### config.mk
export PLATFORM = sky130hd
export DESIGN_NAME = alu_arbiter
export DESIGN_NICKNAME = d
export VERILOG_FILES = /design/src/rtl/alu_pkg.sv /design/src/rtl/rr_arb2.sv /design/src/rtl/alu_arbiter.sv
export SDC_FILE = /design/constraint.sdc
export NUM_CORES = 1
export LEC_CHECK = 0
export CAP_MARGIN = 20
export CORE_MARGIN = 2
export CORE_UTILIZATION = 40
export DETAILED_ROUTE_END_ITERATION = 8
export PLACE_DENSITY = 0.77
export SLEW_MARGIN = 20
export SYNTH_ARGS = -nofsm -noshare
export SYNTH_HDL_FRONTEND = slang
export SYNTH_SLANG_ARGS = --single-unit
### constraint.sdc
create_clock -name clk -period 1.4 [get_ports clk]
set_input_delay 0.28 -clock clk [delete_from_list [all_inputs] [get_ports clk]]
set_output_delay 0.28 -clock clk [all_outputs]
set_load 0.05 [all_outputs]
### src/rtl/alu_pkg.sv
// rtl/alu_pkg.sv - shared ALU opcode encoding and carry/flag validity lists
package alu_pkg;

    typedef enum logic [3:0] {
        OP_AND  = 4'b0000,
        OP_XOR  = 4'b0001,
        OP_OR   = 4'b0010,
        OP_LSL  = 4'b0011,
        OP_LSR  = 4'b0100,
        OP_ADD  = 4'b0101,
        OP_SUB  = 4'b0110,
        OP_LT   = 4'b0111,
        OP_GT   = 4'b1000,
        OP_EQ   = 4'b1001,
        OP_PASS = 4'b1111
    } alu_op_e;

    // One bit per opcode value: LSL, LSR, ADD, SUB produce a meaningful carry.
    localparam logic [15:0] CARRY_OP_MASK = 16'h0078;
    // LT, GT, EQ produce a meaningful branch flag.
    localparam logic [15:0] FLAG_OP_MASK  = 16'h0380;

    function automatic logic is_carry_op(input logic [3:0] op);
        return CARRY_OP_MASK[op];
    endfunction

    function automatic logic is_flag_op(input logic [3:0] op);
        return FLAG_OP_MASK[op];
    endfunction

endpackage

### src/rtl/rr_arb2.sv
// rtl/rr_arb2.sv - two-way round-robin arbiter with combinational grants
module rr_arb2 (
    input  logic clk,
    input  logic reset,
    input  logic req0,
    input  logic req1,
    output logic gnt0,
    output logic gnt1
);

    // last_q: 0 = requester 0 granted most recently, 1 = requester 1
    logic last_q;
    logic last_d;

    always_comb begin
        gnt0   = 1'b0;
        gnt1   = 1'b0;
        last_d = last_q;
        if (!reset) begin
            if (req0 && req1) begin
                gnt0 = last_q;
                gnt1 = !last_q;
            end else begin
                gnt0 = req0;
                gnt1 = req1;
            end
        end
        // A grant is only ever given to a high req, so a grant is an acceptance.
        if (gnt0) begin
            last_d = 1'b0;
        end else if (gnt1) begin
            last_d = 1'b1;
        end
    end

    always_ff @(posedge clk or posedge reset) begin
        if (reset) begin
            last_q <= 1'b1;
        end else begin
            last_q <= last_d;
        end
    end

endmodule

### src/rtl/alu_arbiter.sv
// rtl/alu_arbiter.sv - shares one combinational ALU between two requesters
module alu_arbiter
    import alu_pkg::*;
#(
    parameter int DATA_W = 8,
    parameter int OP_W   = 4
) (
    input  logic              clk,
    input  logic              reset,
    input  logic              req0,
    input  logic              req1,
    input  logic [OP_W-1:0]   op0,
    input  logic [OP_W-1:0]   op1,
    input  logic [DATA_W-1:0] a0,
    input  logic [DATA_W-1:0] a1,
    input  logic [DATA_W-1:0] b0,
    input  logic [DATA_W-1:0] b1,
    input  logic              cin0,
    input  logic              cin1,
    output logic              gnt0,
    output logic              gnt1,
    output logic [OP_W-1:0]   alu_op,
    output logic [DATA_W-1:0] alu_a,
    output logic [DATA_W-1:0] alu_b,
    output logic              alu_cin,
    input  logic [DATA_W-1:0] alu_rslt,
    input  logic              alu_cout,
    input  logic              alu_flag,
    output logic              rsp_valid0,
    output logic              rsp_valid1,
    output logic [DATA_W-1:0] rsp_rslt,
    output logic              rsp_cout,
    output logic              rsp_flag
);

    logic              iss_valid_q, iss_valid_d;
    logic              iss_id_q,    iss_id_d;
    logic [OP_W-1:0]   iss_op_q,    iss_op_d;
    logic [DATA_W-1:0] iss_a_q,     iss_a_d;
    logic [DATA_W-1:0] iss_b_q,     iss_b_d;
    logic              iss_cin_q,   iss_cin_d;

    logic [1:0]        rsp_valid_q, rsp_valid_d;
    logic [DATA_W-1:0] rsp_rslt_q,  rsp_rslt_d;
    logic              rsp_cout_q,  rsp_cout_d;
    logic              rsp_flag_q,  rsp_flag_d;

    rr_arb2 u_arb (
        .clk   (clk),
        .reset (reset),
        .req0  (req0),
        .req1  (req1),
        .gnt0  (gnt0),
        .gnt1  (gnt1)
    );

    // Issue stage: capture the winner's operation at acceptance only.
    always_comb begin
        iss_valid_d = gnt0 || gnt1;
        iss_id_d    = iss_id_q;
        iss_op_d    = iss_op_q;
        iss_a_d     = iss_a_q;
        iss_b_d     = iss_b_q;
        iss_cin_d   = iss_cin_q;
        if (gnt1) begin
            iss_id_d  = 1'b1;
            iss_op_d  = op1;
            iss_a_d   = a1;
            iss_b_d   = b1;
            iss_cin_d = cin1;
        end else if (gnt0) begin
            iss_id_d  = 1'b0;
            iss_op_d  = op0;
            iss_a_d   = a0;
            iss_b_d   = b0;
            iss_cin_d = cin0;
        end
    end

    // An idle ALU sees a harmless PASS of zero.
    always_comb begin
        alu_op  = OP_W'(OP_PASS);
        alu_a   = '0;
        alu_b   = '0;
        alu_cin = 1'b0;
        if (iss_valid_q) begin
            alu_op  = iss_op_q;
            alu_a   = iss_a_q;
            alu_b   = iss_b_q;
            alu_cin = iss_cin_q;
        end
    end

    // Response stage: carry and flag are only trusted for opcodes that define them.
    always_comb begin
        rsp_valid_d = 2'b00;
        rsp_rslt_d  = rsp_rslt_q;
        rsp_cout_d  = rsp_cout_q;
        rsp_flag_d  = rsp_flag_q;
        if (iss_valid_q) begin
            rsp_valid_d[iss_id_q] = 1'b1;
            rsp_rslt_d = alu_rslt;
            rsp_cout_d = is_carry_op(4'(iss_op_q)) ? alu_cout : 1'b0;
            rsp_flag_d = is_flag_op(4'(iss_op_q)) ? alu_flag : 1'b0;
        end
    end

    always_ff @(posedge clk or posedge reset) begin
        if (reset) begin
            iss_valid_q <= 1'b0;
            iss_id_q    <= 1'b0;
            iss_op_q    <= '0;
            iss_a_q     <= '0;
            iss_b_q     <= '0;
            iss_cin_q   <= 1'b0;
            rsp_valid_q <= 2'b00;
            rsp_rslt_q  <= '0;
            rsp_cout_q  <= 1'b0;
            rsp_flag_q  <= 1'b0;
        end else begin
            iss_valid_q <= iss_valid_d;
            iss_id_q    <= iss_id_d;
            iss_op_q    <= iss_op_d;
            iss_a_q     <= iss_a_d;
            iss_b_q     <= iss_b_d;
            iss_cin_q   <= iss_cin_d;
            rsp_valid_q <= rsp_valid_d;
            rsp_rslt_q  <= rsp_rslt_d;
            rsp_cout_q  <= rsp_cout_d;
            rsp_flag_q  <= rsp_flag_d;
        end
    end

    assign rsp_valid0 = rsp_valid_q[0];
    assign rsp_valid1 = rsp_valid_q[1];
    assign rsp_rslt   = rsp_rslt_q;
    assign rsp_cout   = rsp_cout_q;
    assign rsp_flag   = rsp_flag_q;

endmodule

==> results.cfg <==
[run_status]
status = complete, but fails checks
violations = negative setup slack

[synthesis]
synth_compound_area_share_pct = 15.8
ys_types = 26
synthMuxAreaShare_pct = 5.04
async_flop_share_pct = 100
synthCells = 193
synth_area_sq_um = 1790
synth_edf_count = 0
synth_top_family_by_area = simple AND/OR/NAND/NOR gates
yosysTopAreaCell = dfrtp_1
ys_seq_elements = 36
netlist.area_leader.share_pct = 49.0
synth_fa_ha_area_share_pct = 0
synth.avg_cell_area_sq_um = 9.26
synth-xor-area-share_pct = 0.490
synth_seq_area_share_pct = 50.5
synth_nets = 249
synthFlopType = dfrtp_1
yosys_warnings = 0
synth.area.top_cells = dfrtp_1 (49%), a31oi_1 (7.3%), and2_1 (6.3%)
synthSimpleGateAreaFrac_pct = 21.8

[pwr]
leakagePower_nw = 1.48
power_density_nw_per_um2 = 1180
ir_worst_vdd_mv = 0.571

[placement]
dp_cells = 330
dp_hpwl_um = 3690
post-place-ws_ns = -0.211
portBuffers = 90
place.gp.congestion = 0.777

[timing]
fin_crit_sh_pct = 109
finalSetupViolCount = 23
finalWorstSetupSlack_ns = -0.123
skew_ns = 0.00637
tightest_slew_ns = 0.267
relSlewSlack_pct = 82.2
hold_violations = 0
fin_crit_ns = 1.52
fmax_mhz = 657
rsz0062_at_grt = true
final_max_slew_viol_count = 0

[critical_path]
critPathCaptureType = output pin
critPathLaunchType = flip-flop
critical_path_required_ns = 1.12
path_class = flip-flop to output pin
crit_arrival_ns = 1.24
critPathMaxFanout = 5

[min_path]
hold_class = primary input to asynchronous set/reset pin

[global_route]
grt_pass1_wl_um = 8700
grt_use_total_pct = 22.1
antenna_found_initial = 0
grt_pass1_vias = 1849
overflow = 0
grt_max_degree = 37

[die]
initial_core_util_pct = 41.3
num_rows = 24
dieArea_sq_um = 5020
io_pins = 91
fp.dieW_um = 70.9
fp.dieH_um = 70.9
core_area_sq_um = 4320

[clock_tree]
worstSkewPairLatency_ns = 0.29
clkTransAtPathRegs_ns = 0.08
cts_htree_levels = 2
postCtsHoldBufs = 0
cts_buffers = 5
clock_sinks = 36
tritoncts = built
cts_buffer_depth = 2
cts-root-buf = clkbuf_8

[cells_and_area]
nNetsFinal = 345
antenna_cells = 0
layout_commonest_cell = clkdlybuf4s50_1
area_delta_synth_final_pct = 94.4
layout-drive-gt1-share_pct = 33.1
final_cells = 342
fillers = 288
layout_common_cells = clkdlybuf4s50_1 (52), buf_12 (36), dfrtp_1 (34), nor2_1 (22)

[route]
drc = 0
routed_wirelength_um = 5680
drt_iter0_markers = 98
via_count = 1819
antenna_left = 0
first_pass_iters = 4
viasPerCell = 5.32
routedWlPerCell_um = 16.6

[flow_run]
drv_cap = 0
[report_power, final]
part / internal [W] / switching, W
registers: 0.00118 / 0.000124
clock network: 0.000891 / 0.000385
logic: 0.000785 / 0.000723
total: 0.00286 / 0.00123
[flip-flops by register name, summed over array words and instances (netlist names)]
name	flops
rsp_valid_q	2
iss_id_q	1
rsp_cout	1
rsp_flag	1
iss_valid_q	1
u_arb.last_q	1
iss_a_q	8
iss_b_q	8
iss_cin_q	1
rsp_rslt	8
iss_op_q	4
[metal layers]
layer	wire length, um	up-vias	track usage (%)
met5	0	-	0
met1	2170	871	26.4
met3	245	16	3.56
li1	-	861	-
met4	186	0	9.64
met2	3090	71	39.1
[layout make-up]
type | instances | area (sq um) | area share [%]
timing repair buffer | 106 | 1450 | 41.7
sequential | 36 | 903 | 26.0
clock buffer | 5 | 68.8 | 1.98
tap | 52 | 65.1 | 1.87
multi-input combinational | 134 | 877 | 25.2
clock inverter | 3 | 90.1 | 2.59
inverter | 6 | 22.5 | 0.648
[critical path, stage by stage, from the launching register on]
cell,delay (ns)
dfstp_2,0.59
and2_4,0.19
nor2_4,0.04
buf_12,0.14
[final timing paths]
path / start / to / slack (ns) / cells after the start
max reg2reg: u_arb.last_q / iss_a_q[1] / 0.09 / 4
min: reset / iss_a_q[6] / 0.1 / 3
max in group asynchronous: reset / u_arb.last_q / 1.04 / 3
min reg2reg: iss_id_q / rsp_valid_q[0] / 0.47 / 1
max: u_arb.last_q / gnt1 / -0.12 / 3
min in group clk: iss_id_q / rsp_valid_q[0] / 0.47 / 1
[cell families after synthesis]
group,count (synthesis)
AOI/OAI and AO/OA,49
xor gates and xnor gates,1
buffers and inverters,23
DFF,36
muxes,8
and+or+nand+nor,76
[per-stage QoR]
| stage | TNS [ns] | utilization (%) | instance area [sq um] | hold slack, ns | power, W |
|---|---|---|---|---|---|
| after CTS | -1.42 | 78.2 | 3380 | 0.438 | 0.00406 |
| final | -1.99 | 80.4 | 3480 | 0.0987 | 0.00409 |
| after global routing | -2.85 | 80.4 | 3480 | 0.143 | 0.00425 |
| after global placement | -3.08 | 72.2 | 3120 | 0.453 | 0.00267 |
| after floorplan | 0 | - | 1790 | 0.417 | 0.00197 |
| after detailed placement | -3.53 | 72.2 | 3120 | 0.461 | 0.00270 |
[synthesized netlist by cell type, types with 2 or more instances]
library cell	n
nand2_1	4
buf_4	4
nand2b_1	5
clkbuf_1	3
nor2_1	23
and2_1	18
o22ai_1	2
a31oi_1	21
dfrtp_1	35
nand3_1	21
o21ai_1	3
o21ai_0	19
buf_2	9
mux2_2	8
a21oi_1	2
inv_1	6
[repair_timing]
action / in CTS / in global routing
pin swaps: 1 / 1
resized for setup: 32 / 7
setup buffers: 0 / 2
hold endpoints to repair: 0 / 0
gates cloned: 0 / 2
setup endpoints to repair: 23 / 23
Power figures use the tool's default switching activity.
